## config.mk

```make
export PLATFORM = sky130hd
export DESIGN_NAME = regu_param
export DESIGN_NICKNAME = d
export VERILOG_FILES = /design/src/rtl/regu_param.sv
export SDC_FILE = /design/constraint.sdc
export NUM_CORES = 1
export LEC_CHECK = 0
export BUFFER_PORTS_ARGS = -buffer_cell sky130_fd_sc_hd__buf_2
export CAP_MARGIN = 20
export CORE_ASPECT_RATIO = 0.7
export CORE_MARGIN = 2
export CORE_UTILIZATION = 58
export CTS_CLUSTER_DIAMETER = 40
export DETAILED_ROUTE_END_ITERATION = 6
export HOLD_SLACK_MARGIN = 0.05
export PLACE_DENSITY = 0.83
export SYNTH_ARGS = -nofsm -noshare
export SYNTH_HDL_FRONTEND = slang
export SYNTH_SLANG_ARGS = --single-unit
export TNS_END_PERCENT = 20
```

## constraint.sdc

```tcl
create_clock -name i_clk -period 4.99 [get_ports i_clk]
set_input_delay 0.998 -clock i_clk [delete_from_list [all_inputs] [get_ports i_clk]]
set_output_delay 0.998 -clock i_clk [all_outputs]
set_load 0.01 [all_outputs]
```

## src/rtl/regu_param.sv

```systemverilog
// regu_param: index-register file with PC auto-advance and split-transaction memory loads.
// Optional macro REGU_BYPASS_EN forwards returning load data to the reads of LD_IDX.
module regu_param #(
    parameter int unsigned DATA_W   = 16,
    parameter int unsigned NREG     = 8,
    parameter int unsigned PCPOS_W  = 5,
    parameter int unsigned PC_IDX   = 7,
    parameter int unsigned ACC_IDX  = 3,
    parameter int unsigned LD_IDX   = 2,
    parameter int unsigned RESET_PC = 0,
    localparam int unsigned AW      = $clog2(NREG)
) (
    input  logic              i_clk,
    input  logic              i_rst,
    input  logic              i_exec,
    input  logic              i_bus_we,
    input  logic [AW-1:0]     i_bus_dst,
    input  logic [DATA_W-1:0] i_bus_wdata,
    input  logic              i_bus_lo,
    input  logic              i_alu_we,
    input  logic [DATA_W-1:0] i_alu_q,
    input  logic              i_alu_lo,
    input  logic [PCPOS_W-1:0] i_pcpos,
    input  logic              i_ld_issue,
    input  logic              i_ld_valid,
    input  logic [DATA_W-1:0] i_ld_data,
    input  logic              i_ld_lo,
    input  logic [AW-1:0]     i_rd_a_idx,
    input  logic [AW-1:0]     i_rd_b_idx,
    output logic [DATA_W-1:0] o_rd_a,
    output logic [DATA_W-1:0] o_rd_b,
    output logic [DATA_W-1:0] o_pc,
    output logic [DATA_W-1:0] o_acc,
    output logic [DATA_W-1:0] o_v2,
    output logic              o_ld_busy,
    output logic              o_stall,
    output logic              o_wr_conflict
);

    typedef enum logic {StIdle, StWait} ld_state_e;

    localparam logic [AW-1:0] PcIdx  = AW'(PC_IDX);
    localparam logic [AW-1:0] AccIdx = AW'(ACC_IDX);
    localparam logic [AW-1:0] LdIdx  = AW'(LD_IDX);

    logic [DATA_W-1:0] r_regs [NREG];
    ld_state_e         r_ld_state;
    logic              r_wr_conflict;

    logic              w_busy;
    logic              w_ld_wr;
    logic              w_rd_hit;
    logic              w_rd_hazard;
    logic              w_fwd;
    logic              w_eff;
    logic              w_bus_wr;
    logic              w_alu_wr;
    logic              w_pc_adv;
    logic              w_conflict;
    logic [DATA_W-1:0] w_bus_val;
    logic [DATA_W-1:0] w_alu_val;
    logic [DATA_W-1:0] w_ld_val;
    logic [DATA_W-1:0] w_disp;
    logic [DATA_W-1:0] w_pc_next;

    assign w_busy   = (r_ld_state == StWait);
    // A returning load only counts while one is outstanding; stray ld_valid is ignored.
    assign w_ld_wr  = w_busy & i_ld_valid;
    assign w_rd_hit = (i_rd_a_idx == LdIdx) | (i_rd_b_idx == LdIdx);

`ifdef REGU_BYPASS_EN
    assign w_rd_hazard = w_rd_hit & ~i_ld_valid;
    assign w_fwd       = w_ld_wr;
`else
    assign w_rd_hazard = w_rd_hit;
    assign w_fwd       = 1'b0;
`endif

    // A pending issue is released in the completion cycle so it can start the next load.
    assign o_stall = w_busy & (w_rd_hazard
                             | (i_bus_we & (i_bus_dst == LdIdx))
                             | (i_alu_we & (AccIdx == LdIdx))
                             | (i_ld_issue & ~i_ld_valid));

    assign w_eff    = i_exec & ~o_stall;
    assign w_bus_wr = w_eff & i_bus_we;
    assign w_alu_wr = w_eff & i_alu_we;

    assign w_bus_val = i_bus_lo ? {r_regs[i_bus_dst][DATA_W-1:8], i_bus_wdata[7:0]} : i_bus_wdata;
    assign w_alu_val = i_alu_lo ? {r_regs[AccIdx][DATA_W-1:8], i_alu_q[7:0]} : i_alu_q;
    assign w_ld_val  = i_ld_lo ? {r_regs[LdIdx][DATA_W-1:8], i_ld_data[7:0]} : i_ld_data;

    assign w_disp    = {{(DATA_W - PCPOS_W){i_pcpos[PCPOS_W-1]}}, i_pcpos};
    assign w_pc_next = r_regs[PcIdx] + (w_disp << 2) + DATA_W'(4);
    assign w_pc_adv  = w_eff & ~(w_bus_wr & (i_bus_dst == PcIdx));

    assign w_conflict = (w_ld_wr & w_alu_wr & (AccIdx == LdIdx))
                      | (w_ld_wr & w_bus_wr & (i_bus_dst == LdIdx))
                      | (w_alu_wr & w_bus_wr & (i_bus_dst == AccIdx));

    // Later assignments win: priority is load > ALU > bus > PC advance.
    always_ff @(posedge i_clk) begin
        if (i_rst) begin
            for (int i = 0; i < NREG; i++) begin
                r_regs[i] <= '0;
            end
            r_regs[PcIdx] <= DATA_W'(RESET_PC);
            r_wr_conflict <= 1'b0;
        end else begin
            if (w_pc_adv) r_regs[PcIdx] <= w_pc_next;
            if (w_bus_wr) r_regs[i_bus_dst] <= w_bus_val;
            if (w_alu_wr) r_regs[AccIdx] <= w_alu_val;
            if (w_ld_wr) r_regs[LdIdx] <= w_ld_val;
            r_wr_conflict <= w_conflict;
        end
    end

    always_ff @(posedge i_clk) begin
        if (i_rst) begin
            r_ld_state <= StIdle;
        end else begin
            case (r_ld_state)
                StIdle:  if (w_eff & i_ld_issue) r_ld_state <= StWait;
                StWait:  if (i_ld_valid & ~(w_eff & i_ld_issue)) r_ld_state <= StIdle;
                default: r_ld_state <= StIdle;
            endcase
        end
    end

    assign o_rd_a        = (w_fwd & (i_rd_a_idx == LdIdx)) ? w_ld_val : r_regs[i_rd_a_idx];
    assign o_rd_b        = (w_fwd & (i_rd_b_idx == LdIdx)) ? w_ld_val : r_regs[i_rd_b_idx];
    assign o_v2          = w_fwd ? w_ld_val : r_regs[LdIdx];
    assign o_pc          = r_regs[PcIdx];
    assign o_acc         = r_regs[AccIdx];
    assign o_ld_busy     = w_busy;
    assign o_wr_conflict = r_wr_conflict;

endmodule
```

==> impl_metrics.tcl, run 1 <==
set metrics [dict create \
    kind_of_critical_path "input port to primary output" \
    vias 6159 \
    mappedNetlistNets 664 \
    ys.flop_type "sky130_fd_sc_hd__edfxtp_1" \
    seq_power_share 0.417 \
    design.final.nets 816 \
    fin_crit_ns 3.77 \
    slew_violations 0 \
    crit_path_start_kind "input port" \
    crit_path_start "i_rd_b_idx[0]" \
    cts-hold-fix-buffers 0 \
    r2r-end "r_regs[7][15]" \
    layout.cells.most_common "sky130_fd_sc_hd__buf_2" \
    hold_class "register to register" \
    critical_path_peak_fanout 32 \
    post-route-util 0.713 \
    globalplace.congestion 0.917 \
    drt_iter0_markers 915 \
    finalWorstSetupSlack_ns 1.22 \
    commonest_cells_after_routing_fill_and_taps_aside "sky130_fd_sc_hd__buf_2 (154), sky130_fd_sc_hd__edfxtp_1 (128), sky130_fd_sc_hd__mux4_2 (64), sky130_fd_sc_hd__and2_1 (57), sky130_fd_sc_hd__nor2_1 (49)" \
    worst_r2r_start "r_regs[7][3]" \
    cts_resized 0 \
    end_kind "primary output" \
    route.antenna.remaining_nets 0 \
    p_sw_w 0.000877 \
    groute.usage.overall 0.337 \
    top_level_ports 155 \
    clock_sinks 130 \
    run_status "completed" \
    hold_path_depth 2 \
    synth_edf_count 128 \
    reg2reg_setup_slack_ns 2.07 \
    die_h_um 101 \
    detailedPlacementHpwl_um 17200 \
    first_global_vias 5800 \
    max_clock_freq_mhz 265 \
    clk_pin_slew_worst_paths_ns 0.05 \
    proportion_of_power_drawn_by_combinational_gates 0.187 \
    buffer_ports.inserted 154 \
    final.setup_skew_ns 0.00633 \
    worst-slew-pin-transition_ns 1.15 \
    cts_buffer_depth 2 \
    post-cts-setup-buffer-count 0 \
    floorplan.die.width_um 143 \
    post-route-period-util 0.756 \
    power.density_nw_per_um2 340 \
    maxSlewHeadroom 0.232 \
    vdd_ir_drop_max_v 0.000214 \
    drt_drc_violations_left 0 \
    p_int_w 0.00232 \
    timing.final.setup_violations 0 \
    postSynthRegisterBits 130 \
    cts_root_buf "sky130_fd_sc_hd__clkbuf_16" \
    cp-endpoint "o_rd_b[10]" \
    floorplan.die_area_um2 14500 \
    power_leakage_nw 3.81 \
    core_um2 13200 \
    area_delta_synth_final_pct 19.7 \
    routed_via_density 6.72 \
    setup_tns_ns 0 \
    ff2ff_path_depth 10 \
    mappedNetlistArea_um2 7850 \
    detail_route.first_pass.iterations 5 \
    final-hold-violation-count 0 \
    power_switching_share 0.275 \
    totalWireLength_um 23800 \
    wl_per_cell_um 26.0 \
    cp_data_required_time_ns 3.99 \
    timing.critical_path.arrival_ns 2.77 \
    share_clk_of_total_power 0.397 \
    rsz0062_at_grt "false" \
    cts_buffers 17 \
    start_util 0.595 \
    synth_seq_area_share 0.495 \
    yosysWarnings 0 \
    largest_net_degree_at_the_start_of_global_routing 33 \
    rows 35 \
    avgSynthCellArea_um2 13.9 \
    async_flop_share 0 \
    drive_gt1_frac 0.415 \
    place_ws_ns 0.940 \
    final_cell_area_um2 9400 \
    gr-total-overflow 0 \
    antenna_violations_before_repair 1 \
    cap_viol_max_count 0 \
    place_area_um2 8800 \
    grt_pass1_wl_um 35200 \
    synthDistinctLibCells 45 \
    timing.hold.worst.start "o_ld_busy" \
    n_antenna_cell 0 \
    cts.htree.levels 4 \
    cts_tree "done" \
    synthesis.instances 566 \
    clk_latency_ns 0.42 \
]
-- state kept, by name (all words and copies together), names as in the netlist --
register / cells
o_ld_busy: 1
o_wr_conflict: 1
r_regs: 128
-- Yosys cell counts (2+ instances only) --
master                       n  area [um2]
sky130_fd_sc_hd__edfxtp_1  128        3840
sky130_fd_sc_hd__mux4_2     64        1440
sky130_fd_sc_hd__and2_1     57         357
sky130_fd_sc_hd__nor2_1     49         184
sky130_fd_sc_hd__a22o_1     33         289
sky130_fd_sc_hd__mux2_2     32         360
sky130_fd_sc_hd__ha_1       25         313
sky130_fd_sc_hd__nand2_1    24        90.1
sky130_fd_sc_hd__clkbuf_1   23        86.3
sky130_fd_sc_hd__a21oi_1    17        85.1
sky130_fd_sc_hd__nand2b_1   14        87.6
sky130_fd_sc_hd__inv_1      10        37.5
sky130_fd_sc_hd__buf_2       9        45.0
sky130_fd_sc_hd__xnor2_1     9        78.8
sky130_fd_sc_hd__o21ai_0     8        40.0
sky130_fd_sc_hd__nand4_1     5        31.3
sky130_fd_sc_hd__o22ai_1     5        31.3
sky130_fd_sc_hd__or2_2       4        25.0
sky130_fd_sc_hd__or3_1       4        25.0
sky130_fd_sc_hd__a211oi_1    3        22.5
sky130_fd_sc_hd__a21o_1      3        22.5
sky130_fd_sc_hd__a31oi_1     3        18.8
sky130_fd_sc_hd__nor3_1      3        15.0
sky130_fd_sc_hd__nor3_2      3        30.0
sky130_fd_sc_hd__o211ai_1    3        22.5
sky130_fd_sc_hd__xor2_1      3        26.3
sky130_fd_sc_hd__a31o_2      2        17.5
sky130_fd_sc_hd__and3_1      2        12.5
sky130_fd_sc_hd__dfxtp_1     2        40.0
sky130_fd_sc_hd__nand3_1     2        10.0
sky130_fd_sc_hd__nor2b_1     2        12.5
sky130_fd_sc_hd__o41ai_1     2        17.5
-- logic make-up (layout without fill, tap and decap cells) --
kind of cell / Yosys count / in the layout / share of synthesized area
multiplexers: 96 / 96 / 0.230
AO/OA/AOI/OAI: 84 / 84 / 0.0791
AND/OR/NAND/NOR: 173 / 173 / 0.117
flip-flops: 130 / 130 / 0.495
buffers and inverters: 45 / 210 / 0.0234
adder cells (fa/ha/maj): 26 / 26 / 0.0424
XOR/XNOR: 12 / 12 / 0.0134
-- metrics by stage --
stage / cells / hold WS, ns / power, W
finish: 916 / 0.646 / 0.00319
global route: 916 / 0.663 / 0.00328
CTS: 916 / 0.624 / 0.00318
detailed placement: 884 / 0.605 / 0.00193
global placement: 884 / 0.570 / 0.00191
floorplan: 566 / 0.605 / 0.00170
-- worst min-delay path by stage --
stage	to	slack, ns
floorplan	o_ld_busy	0.60
global placement	o_ld_busy	0.57
detailed placement	o_ld_busy	0.61
CTS	o_ld_busy	0.62
global route	o_ld_busy	0.66
finish	o_ld_busy	0.65
-- worst max-delay path, stage by stage --
cell	delay, ns
sky130_fd_sc_hd__buf_2	0.11
sky130_fd_sc_hd__buf_4	0.55
sky130_fd_sc_hd__mux4_2	0.66
sky130_fd_sc_hd__mux2_2	0.30
sky130_fd_sc_hd__buf_2	0.14
-- layout make-up --
| class | count | area (um2) |
|---|---|---|
| Sequential cell | 130 | 3880 |
| Tap cell | 185 | 231 |
| Fill cell | 866 | 3790 |
| Timing Repair Buffer | 167 | 868 |
| Clock buffer | 17 | 425 |
| Multi-Input combinational cell | 391 | 3780 |
| Inverter | 11 | 41.3 |
| Clock inverter | 15 | 166 |
-- power by group through the flow --
stage / clock [W] / sequential (W) / combinational [W]
6_report: 0.00127 / 0.00133 / 0.000596
5_1_grt: 0.00131 / 0.00134 / 0.000639
4_1_cts: 0.00127 / 0.00133 / 0.000586
3_5_place_dp: 0 / 0.00135 / 0.000579
3_3_place_gp: 0 / 0.00134 / 0.000565
2_1_floorplan: 0 / 0.00133 / 0.000366
-- metal layers --
layer	vias to the layer above	GRT usage	share of wire
li1	2533	-	-
met1	3029	0.506	0.39
met2	561	0.476	0.43
met3	34	0.117	0.16
met4	2	0.0868	0.015
met5	-	0	0.00046
(Power assumes the default switching activity.)
==> inputs of run 2 (changes only) <==
--- a/config.mk
+++ b/config.mk
@@ -9,11 +9,11 @@
 export CAP_MARGIN = 20
 export CORE_ASPECT_RATIO = 0.7
 export CORE_MARGIN = 2
-export CORE_UTILIZATION = 58
+export CORE_UTILIZATION = 56
 export CTS_CLUSTER_DIAMETER = 40
 export DETAILED_ROUTE_END_ITERATION = 6
 export HOLD_SLACK_MARGIN = 0.05
-export PLACE_DENSITY = 0.83
+export PLACE_DENSITY = 0.81
 export SYNTH_ARGS = -nofsm -noshare
 export SYNTH_HDL_FRONTEND = slang
 export SYNTH_SLANG_ARGS = --single-unit
==> constraint.sdc (replaced) <==
create_clock -name i_clk -period 3.8 [get_ports i_clk]
set_input_delay 0.76 -clock i_clk [delete_from_list [all_inputs] [get_ports i_clk]]
set_output_delay 0.76 -clock i_clk [all_outputs]
set_load 0.01 [all_outputs]
==> run 2 against run 1 <==
Sequential cell count did not move. Routed wire length fell by 1.7%. Cell area rose by 2.4%. Sequential share of layout area fell by 0.95 points. Non-clock buffer count rose by 9. Register-to-register slack got worse by 1.1 ns. Worst setup slack got worse by 0.64 ns. Combinational power rose by 33%. Total power rose by 40%. Largest cell class unchanged. Highest routed layer unchanged.
==> impl_metrics.tcl, run 2 (same netlist as run 1, synthesis figures left out) <==
set metrics [dict create \
    antenna_violations_before_repair 1 \
    grt.met3_usage 0.102 \
    globalplace.congestion 0.905 \
    start_util 0.569 \
    met2_track_demand_over_resource_in_global_routing 0.470 \
    die_h_um 103 \
    cp.buffers_inverters 3 \
    routed_via_density 6.58 \
    final.fill_count 936 \
    buffer_ports.inserted 154 \
    route.antenna.remaining_nets 0 \
    commonest_cells_after_routing_fill_and_taps_aside "sky130_fd_sc_hd__buf_2 (154), sky130_fd_sc_hd__edfxtp_1 (128), sky130_fd_sc_hd__mux4_2 (64), sky130_fd_sc_hd__and2_1 (57), sky130_fd_sc_hd__nor2_1 (49)" \
    rsz0062_at_grt "false" \
    largest_net_degree_at_the_start_of_global_routing 34 \
    final-hold-violation-count 0 \
    top_level_ports 155 \
    fin_crit_ns 3.22 \
    power.density_nw_per_um2 465 \
    cts-hold-fix-buffers 0 \
    layout.cells.most_common "sky130_fd_sc_hd__buf_2" \
    floorplan.die.width_um 145 \
    timing.hold.worst.start "i_alu_q[14]" \
    max_stage_delay_ns 0.56 \
    kind_of_critical_path "input port to primary output" \
    worst_r2r_start "r_regs[7][3]" \
    wl_per_cell_um 25.2 \
    rows 36 \
    max_clock_freq_mhz 310 \
    totalWireLength_um 23400 \
    globalRouteMet1Util 0.465 \
    path_cells "buf_2 -> buf_12 -> mux4_2 -> mux2_2 -> buf_2" \
    timing.final.setup_violations 0 \
    post-route-period-util 0.849 \
    crit_path_start_kind "input port" \
    power_leakage_nw 3.93 \
    cts_root_buf "sky130_fd_sc_hd__clkbuf_16" \
    place_ws_ns 0.565 \
    critical_path_peak_fanout 14 \
    cp_data_required_time_ns 3.04 \
    core_um2 13800 \
    hold_class "input port to register" \
    design.final.nets 825 \
    cts_buffers 17 \
    worst-slew-pin-transition_ns 0.870 \
    vias 6123 \
    worst_path_max_delay_cell "sky130_fd_sc_hd__mux4_2" \
    finalWorstSetupSlack_ns 0.575 \
    gr-max-usage-layer "met2" \
    clock_sinks 130 \
    first_global_vias 5758 \
    floorplan.die_area_um2 15000 \
    maxSlewHeadroom 0.420 \
    drt_drc_violations_left 0 \
    cts_buffer_depth 2 \
    cts_resized 0 \
    cts_tree "done" \
    grt_pass1_wl_um 34500 \
    post-cts-setup-buffer-count 0 \
    area_delta_synth_final_pct 22.6 \
    slew_violations 0 \
    n_antenna_cell 0 \
    fin_total_pwr_w 0.00447 \
    final.hold.worst_slack_ns 0.626 \
    cap_viol_max_count 0 \
    groute.usage.overall 0.320 \
    clk_pin_slew_worst_paths_ns 0.05 \
    clk_latency_ns 0.42 \
    gr-total-overflow 0 \
    drt_iter0_markers 790 \
    detailedPlacementHpwl_um 17200 \
    vdd_ir_drop_max_v 0.000293 \
    most_frequent_cell_on_the_critical_path "sky130_fd_sc_hd__buf_2" \
    drive_gt1_frac 0.423 \
    register_with_the_most_flip_flops "r_regs" \
    setup_tns_ns 0 \
    run_status "completed" \
    final.setup_skew_ns 0.00643 \
    end_kind "primary output" \
    detail_route.first_pass.iterations 5 \
    cpLargestDelayFamily "buffers and inverters" \
    timing.critical_path.arrival_ns 2.46 \
    cts.htree.levels 4 \
    largest_register_ffs 128 \
    crit_path_start "i_rd_a_idx[0]" \
]
run 2: cell types whose count changed in the layout (fill, tap and decap cells not counted):
cell                         previous run  this run
sky130_fd_sc_hd__buf_12                 0         3
sky130_fd_sc_hd__buf_4                 13        19
sky130_fd_sc_hd__bufinv_16              3         7
sky130_fd_sc_hd__clkbuf_1               0         3
sky130_fd_sc_hd__clkbuf_8               0         3
sky130_fd_sc_hd__clkinv_1               5         1
sky130_fd_sc_hd__clkinv_4               2         1
sky130_fd_sc_hd__clkinvlp_4             4         0
sky130_fd_sc_hd__inv_6                  1         0
run 2: report_power, final:
part | switching (W) | leakage (nW) | internal (W) | total [W]
clock | 0.000586 | 0.342 | 0.00135 | 0.00193
combinational | 0.000428 | 2.24 | 0.000365 | 0.000793
sequential | 0.0000812 | 1.35 | 0.00166 | 0.00174
total | 0.00110 | 3.93 | 0.00338 | 0.00447
run 2: path summary, 6_finish.rpt:
check,end,slack [ns],cells past startpoint
min reg2reg,o_ld_busy,0.66,2
min,r_regs[3][14],0.63,2
max reg2reg,r_regs[7][13],0.95,10
max,o_rd_a[5],0.58,5
run 2: final cells by class:
class | instances | area (um2) | area share
inverters | 11 | 41.3 | 0.00429
multi-input cells | 391 | 3780 | 0.393
well taps | 190 | 238 | 0.0247
repair buffers | 176 | 973 | 0.101
clock buffers | 23 | 478 | 0.0497
clock inverters | 9 | 224 | 0.0233
flip-flops and latches | 130 | 3880 | 0.404
run 2: per-stage QoR:
stage | utilization | area, um2 | std cells
finish | 0.698 | 9620 | 930
global route | 0.698 | 9620 | 930
CTS | 0.698 | 9620 | 930
detailed placement | 0.647 | 8910 | 898
global placement | 0.647 | 8910 | 898
floorplan | - | 7850 | 566
run 2: metal layers:
| metal | wire length (um) | up-vias |
|---|---|---|
| met5 | 9 | - |
| li1 | - | 2561 |
| met4 | 499 | 2 |
| met3 | 3290 | 56 |
| met1 | 9440 | 3013 |
| met2 | 10200 | 491 |
==> inputs of run 3 (changes only) <==
--- a/config.mk
+++ b/config.mk
@@ -5,15 +5,16 @@
 export SDC_FILE = /design/constraint.sdc
 export NUM_CORES = 1
 export LEC_CHECK = 0
+export ABC_AREA = 1
 export BUFFER_PORTS_ARGS = -buffer_cell sky130_fd_sc_hd__buf_2
 export CAP_MARGIN = 20
 export CORE_ASPECT_RATIO = 0.7
 export CORE_MARGIN = 2
-export CORE_UTILIZATION = 56
+export CORE_UTILIZATION = 51
 export CTS_CLUSTER_DIAMETER = 40
 export DETAILED_ROUTE_END_ITERATION = 6
 export HOLD_SLACK_MARGIN = 0.05
-export PLACE_DENSITY = 0.81
+export PLACE_DENSITY = 0.77
 export SYNTH_ARGS = -nofsm -noshare
 export SYNTH_HDL_FRONTEND = slang
 export SYNTH_SLANG_ARGS = --single-unit
==> constraint.sdc (replaced) <==
create_clock -name i_clk -period 2.75 [get_ports i_clk]
set_input_delay 0.55 -clock i_clk [delete_from_list [all_inputs] [get_ports i_clk]]
set_output_delay 0.55 -clock i_clk [all_outputs]
set_load 0.01 [all_outputs]
==> run 3 against run 2 <==
Clock power is 15% higher. Worst setup slack lost 0.41 ns. Highest routed layer is now met4. Critical path depth rose by 2. Non-clock buffer count grew 27. Largest power group is now sequential cells. Register-to-register slack got worse by 0.64 ns. Core utilization shrank 5.2 points. Synthesized area grew 5.7%. Cell area increased by 5.3%. Synthesized cell count is 79% higher. Routed wire length is 11% higher. Via count increased by 35%. Critical endpoint is now o_rd_a[14]. Sequential power is 37% higher.
==> impl_metrics.tcl, run 3 <==
set metrics [dict create \
    run_status "completed" \
    post-cts-setup-buffer-count 0 \
    first_global_vias 7718 \
    power.density_nw_per_um2 568 \
    crit_path_start_kind "input port" \
    drt_drc_violations_left 0 \
    buffer_ports.inserted 154 \
    post-route-util 0.645 \
    core_um2 15700 \
    slew_violations 0 \
    synthDominantCellAreaShare 0.463 \
    timing.hold.worst.start "i_rst" \
    floorplan.die_area_um2 17300 \
    p_sw_w 0.00176 \
    synthesis.instances 1014 \
    cts_tree "done" \
    gr-total-overflow 0 \
    n_antenna_cell 0 \
    globalplace.congestion 0.965 \
    timing.critical_path.arrival_ns 2.03 \
    synth_seq_area_share 0.468 \
    share_clk_of_total_power 0.384 \
    ys_top_cells_by_count "sky130_fd_sc_hd__nor2_1 (156), sky130_fd_sc_hd__nand2_1 (148), sky130_fd_sc_hd__o21ai_0 (146)" \
    postSynthRegisterBits 130 \
    cts_root_buf "sky130_fd_sc_hd__clkbuf_16" \
    hold_class "input port to register" \
    design.final.nets 1275 \
    synth.largest_area_cell "sky130_fd_sc_hd__edfxtp_1" \
    start_util 0.529 \
    count_leader_synth "sky130_fd_sc_hd__nor2_1" \
    cts_buffer_depth 2 \
    power_leakage_nw 4.50 \
    antenna_violations_before_repair 0 \
    route.antenna.remaining_nets 0 \
    place_area_um2 9540 \
    area_delta_synth_final_pct 22.1 \
    totalWireLength_um 26000 \
    reg2reg_setup_slack_ns 0.31 \
    routed_via_density 5.94 \
    drive_gt1_frac 0.223 \
    finish.cell_count_without_fillers 1390 \
    setup_tns_ns 0 \
    wl_per_cell_um 18.7 \
    synthDistinctLibCells 36 \
    cts-hold-fix-buffers 0 \
    dpl.cell_count 1357 \
    final.setup_skew_ns 0.0118 \
    cap_viol_max_count 0 \
    final_cell_area_um2 10100 \
    worst-slew-pin-transition_ns 0.819 \
    seq_power_share 0.415 \
    ys.flop_type "sky130_fd_sc_hd__edfxtp_1" \
    synth.area.top_cells "sky130_fd_sc_hd__edfxtp_1 (46%), sky130_fd_sc_hd__o21ai_0 (8.8%), sky130_fd_sc_hd__nor2_1 (7.1%), sky130_fd_sc_hd__nand2_1 (6.7%), sky130_fd_sc_hd__a21oi_1 (4.4%)" \
    top_level_ports 155 \
    hold_path_depth 2 \
    commonest_cells_after_routing_fill_and_taps_aside "sky130_fd_sc_hd__nor2_1 (156), sky130_fd_sc_hd__buf_2 (154), sky130_fd_sc_hd__nand2_1 (148), sky130_fd_sc_hd__o21ai_0 (146), sky130_fd_sc_hd__edfxtp_1 (128)" \
    clk_pin_slew_worst_paths_ns 0.06 \
    synth_edf_count 128 \
    fin_crit_ns 2.58 \
    vdd_ir_drop_max_v 0.000469 \
    floorplan.die.width_um 156 \
    detailedPlacementHpwl_um 18800 \
    detail_route.first_pass.iterations 5 \
    cts_buffers 17 \
    worst_r2r_start "r_regs[7][3]" \
    clk_latency_ns 0.41 \
    proportion_of_power_drawn_by_combinational_gates 0.202 \
    critical_path_peak_fanout 112 \
    avgSynthCellArea_um2 8.18 \
    cts_resized 0 \
    mappedNetlistNets 1112 \
    die_h_um 111 \
    rows 38 \
    power_switching_share 0.306 \
    cp_data_required_time_ns 2.20 \
    vias 8252 \
    end_kind "primary output" \
    register_with_the_most_flip_flops "r_regs" \
    worst_hold_path.endpoint "o_ld_busy" \
    drt_iter0_markers 982 \
    yosysWarnings 0 \
    grt_pass1_wl_um 40800 \
    final.hold.worst_slack_ns 0.400 \
    largest_register_ffs 128 \
    post-route-period-util 0.939 \
    rsz0062_at_grt "false" \
    kind_of_critical_path "input port to primary output" \
    maxSlewHeadroom 0.452 \
    clock_sinks 130 \
    ff2ff_path_depth 11 \
    timing.final.setup_violations 0 \
    final-hold-violation-count 0 \
    p_int_w 0.00399 \
    r2r-end "r_regs[7][15]" \
    max_clock_freq_mhz 387 \
    largest_net_degree_at_the_start_of_global_routing 113 \
    mappedNetlistArea_um2 8290 \
    groute.usage.overall 0.303 \
    cts.htree.levels 4 \
    layout.cells.most_common "sky130_fd_sc_hd__nor2_1" \
    async_flop_share 0 \
]
==> run 3: cell types whose count changed after synthesis, sizes merged, moves of 56 or more <==
cell | previous run | this run
nand2 | 24 | 150
and2 | 57 | 0
mux4 | 64 | 0
inv | 10 | 99
o21ai | 8 | 146
nor2 | 49 | 160
a21oi | 17 | 73
==> run 3: worst max path at each step <==
stage | from | end | slack, ns | cells past startpoint
after floorplan | i_bus_dst[1] | r_regs[2][10] | 0.28 | 9
after global placement | i_pcpos[4] | r_regs[7][11] | 0.20 | 11
after detailed placement | i_pcpos[4] | r_regs[7][11] | 0.13 | 11
after CTS | i_rd_a_idx[0] | o_rd_a[14] | 0.22 | 7
after global routing | i_rd_a_idx[0] | o_rd_a[13] | 0.08 | 7
final | i_rd_a_idx[0] | o_rd_a[14] | 0.17 | 7
==> run 3: power groups by stage <==
stage | logic (W) | registers, W | clock network [W]
floorplan | 0.000667 | 0.00243 | 0
global placement | 0.00112 | 0.00242 | 0
detailed placement | 0.00114 | 0.00243 | 0
CTS | 0.00115 | 0.00238 | 0.00221
global route | 0.00128 | 0.00240 | 0.00230
finish | 0.00116 | 0.00239 | 0.00221
==> run 3: area by class of cell <==
class	count	area, um2
Sequential cell	130	3880
Inverter	99	372
Clock buffer	17	425
Timing Repair Buffer	203	1250
Tap cell	200	250
Multi-Input combinational cell	726	3790
Fill cell	1301	5570
Clock inverter	15	148
==> run 3: kinds of logic after synthesis <==
family	Yosys count	share of synthesized area
xor+xnor	5	0.00528
buf+inv	158	0.0741
flops	130	0.468
simple gates	404	0.220
fa+ha+maj	26	0.0401
compound gates	291	0.192
==> run 3: worst max-delay path, stage by stage <==
cell	delay, ns
sky130_fd_sc_hd__buf_2	0.12
sky130_fd_sc_hd__buf_12	0.36
sky130_fd_sc_hd__o21ai_0	0.17
sky130_fd_sc_hd__o21ai_0	0.30
sky130_fd_sc_hd__nor2_1	0.08
sky130_fd_sc_hd__a31oi_1	0.22
sky130_fd_sc_hd__buf_2	0.18
==> run 3: stage by stage <==
step	worst slack [ns]	power, W
2_1_floorplan	0.283	0.00309
3_3_place_gp	0.202	0.00354
3_5_place_dp	0.134	0.00356
4_1_cts	0.220	0.00574
5_1_grt	0.0800	0.00598
6_report	0.168	0.00575
==> run 3: layer usage <==
layer / routed length, um / vias up / part of all wire / GRT usage
met4: 777 / 0 / 0.030 / 0.113
met5: 0 / - / 0 / 0
met3: 2690 / 65 / 0.10 / 0.0555
li1: - / 3868 / - / -
met2: 12000 / 532 / 0.46 / 0.477
met1: 10500 / 3787 / 0.40 / 0.420
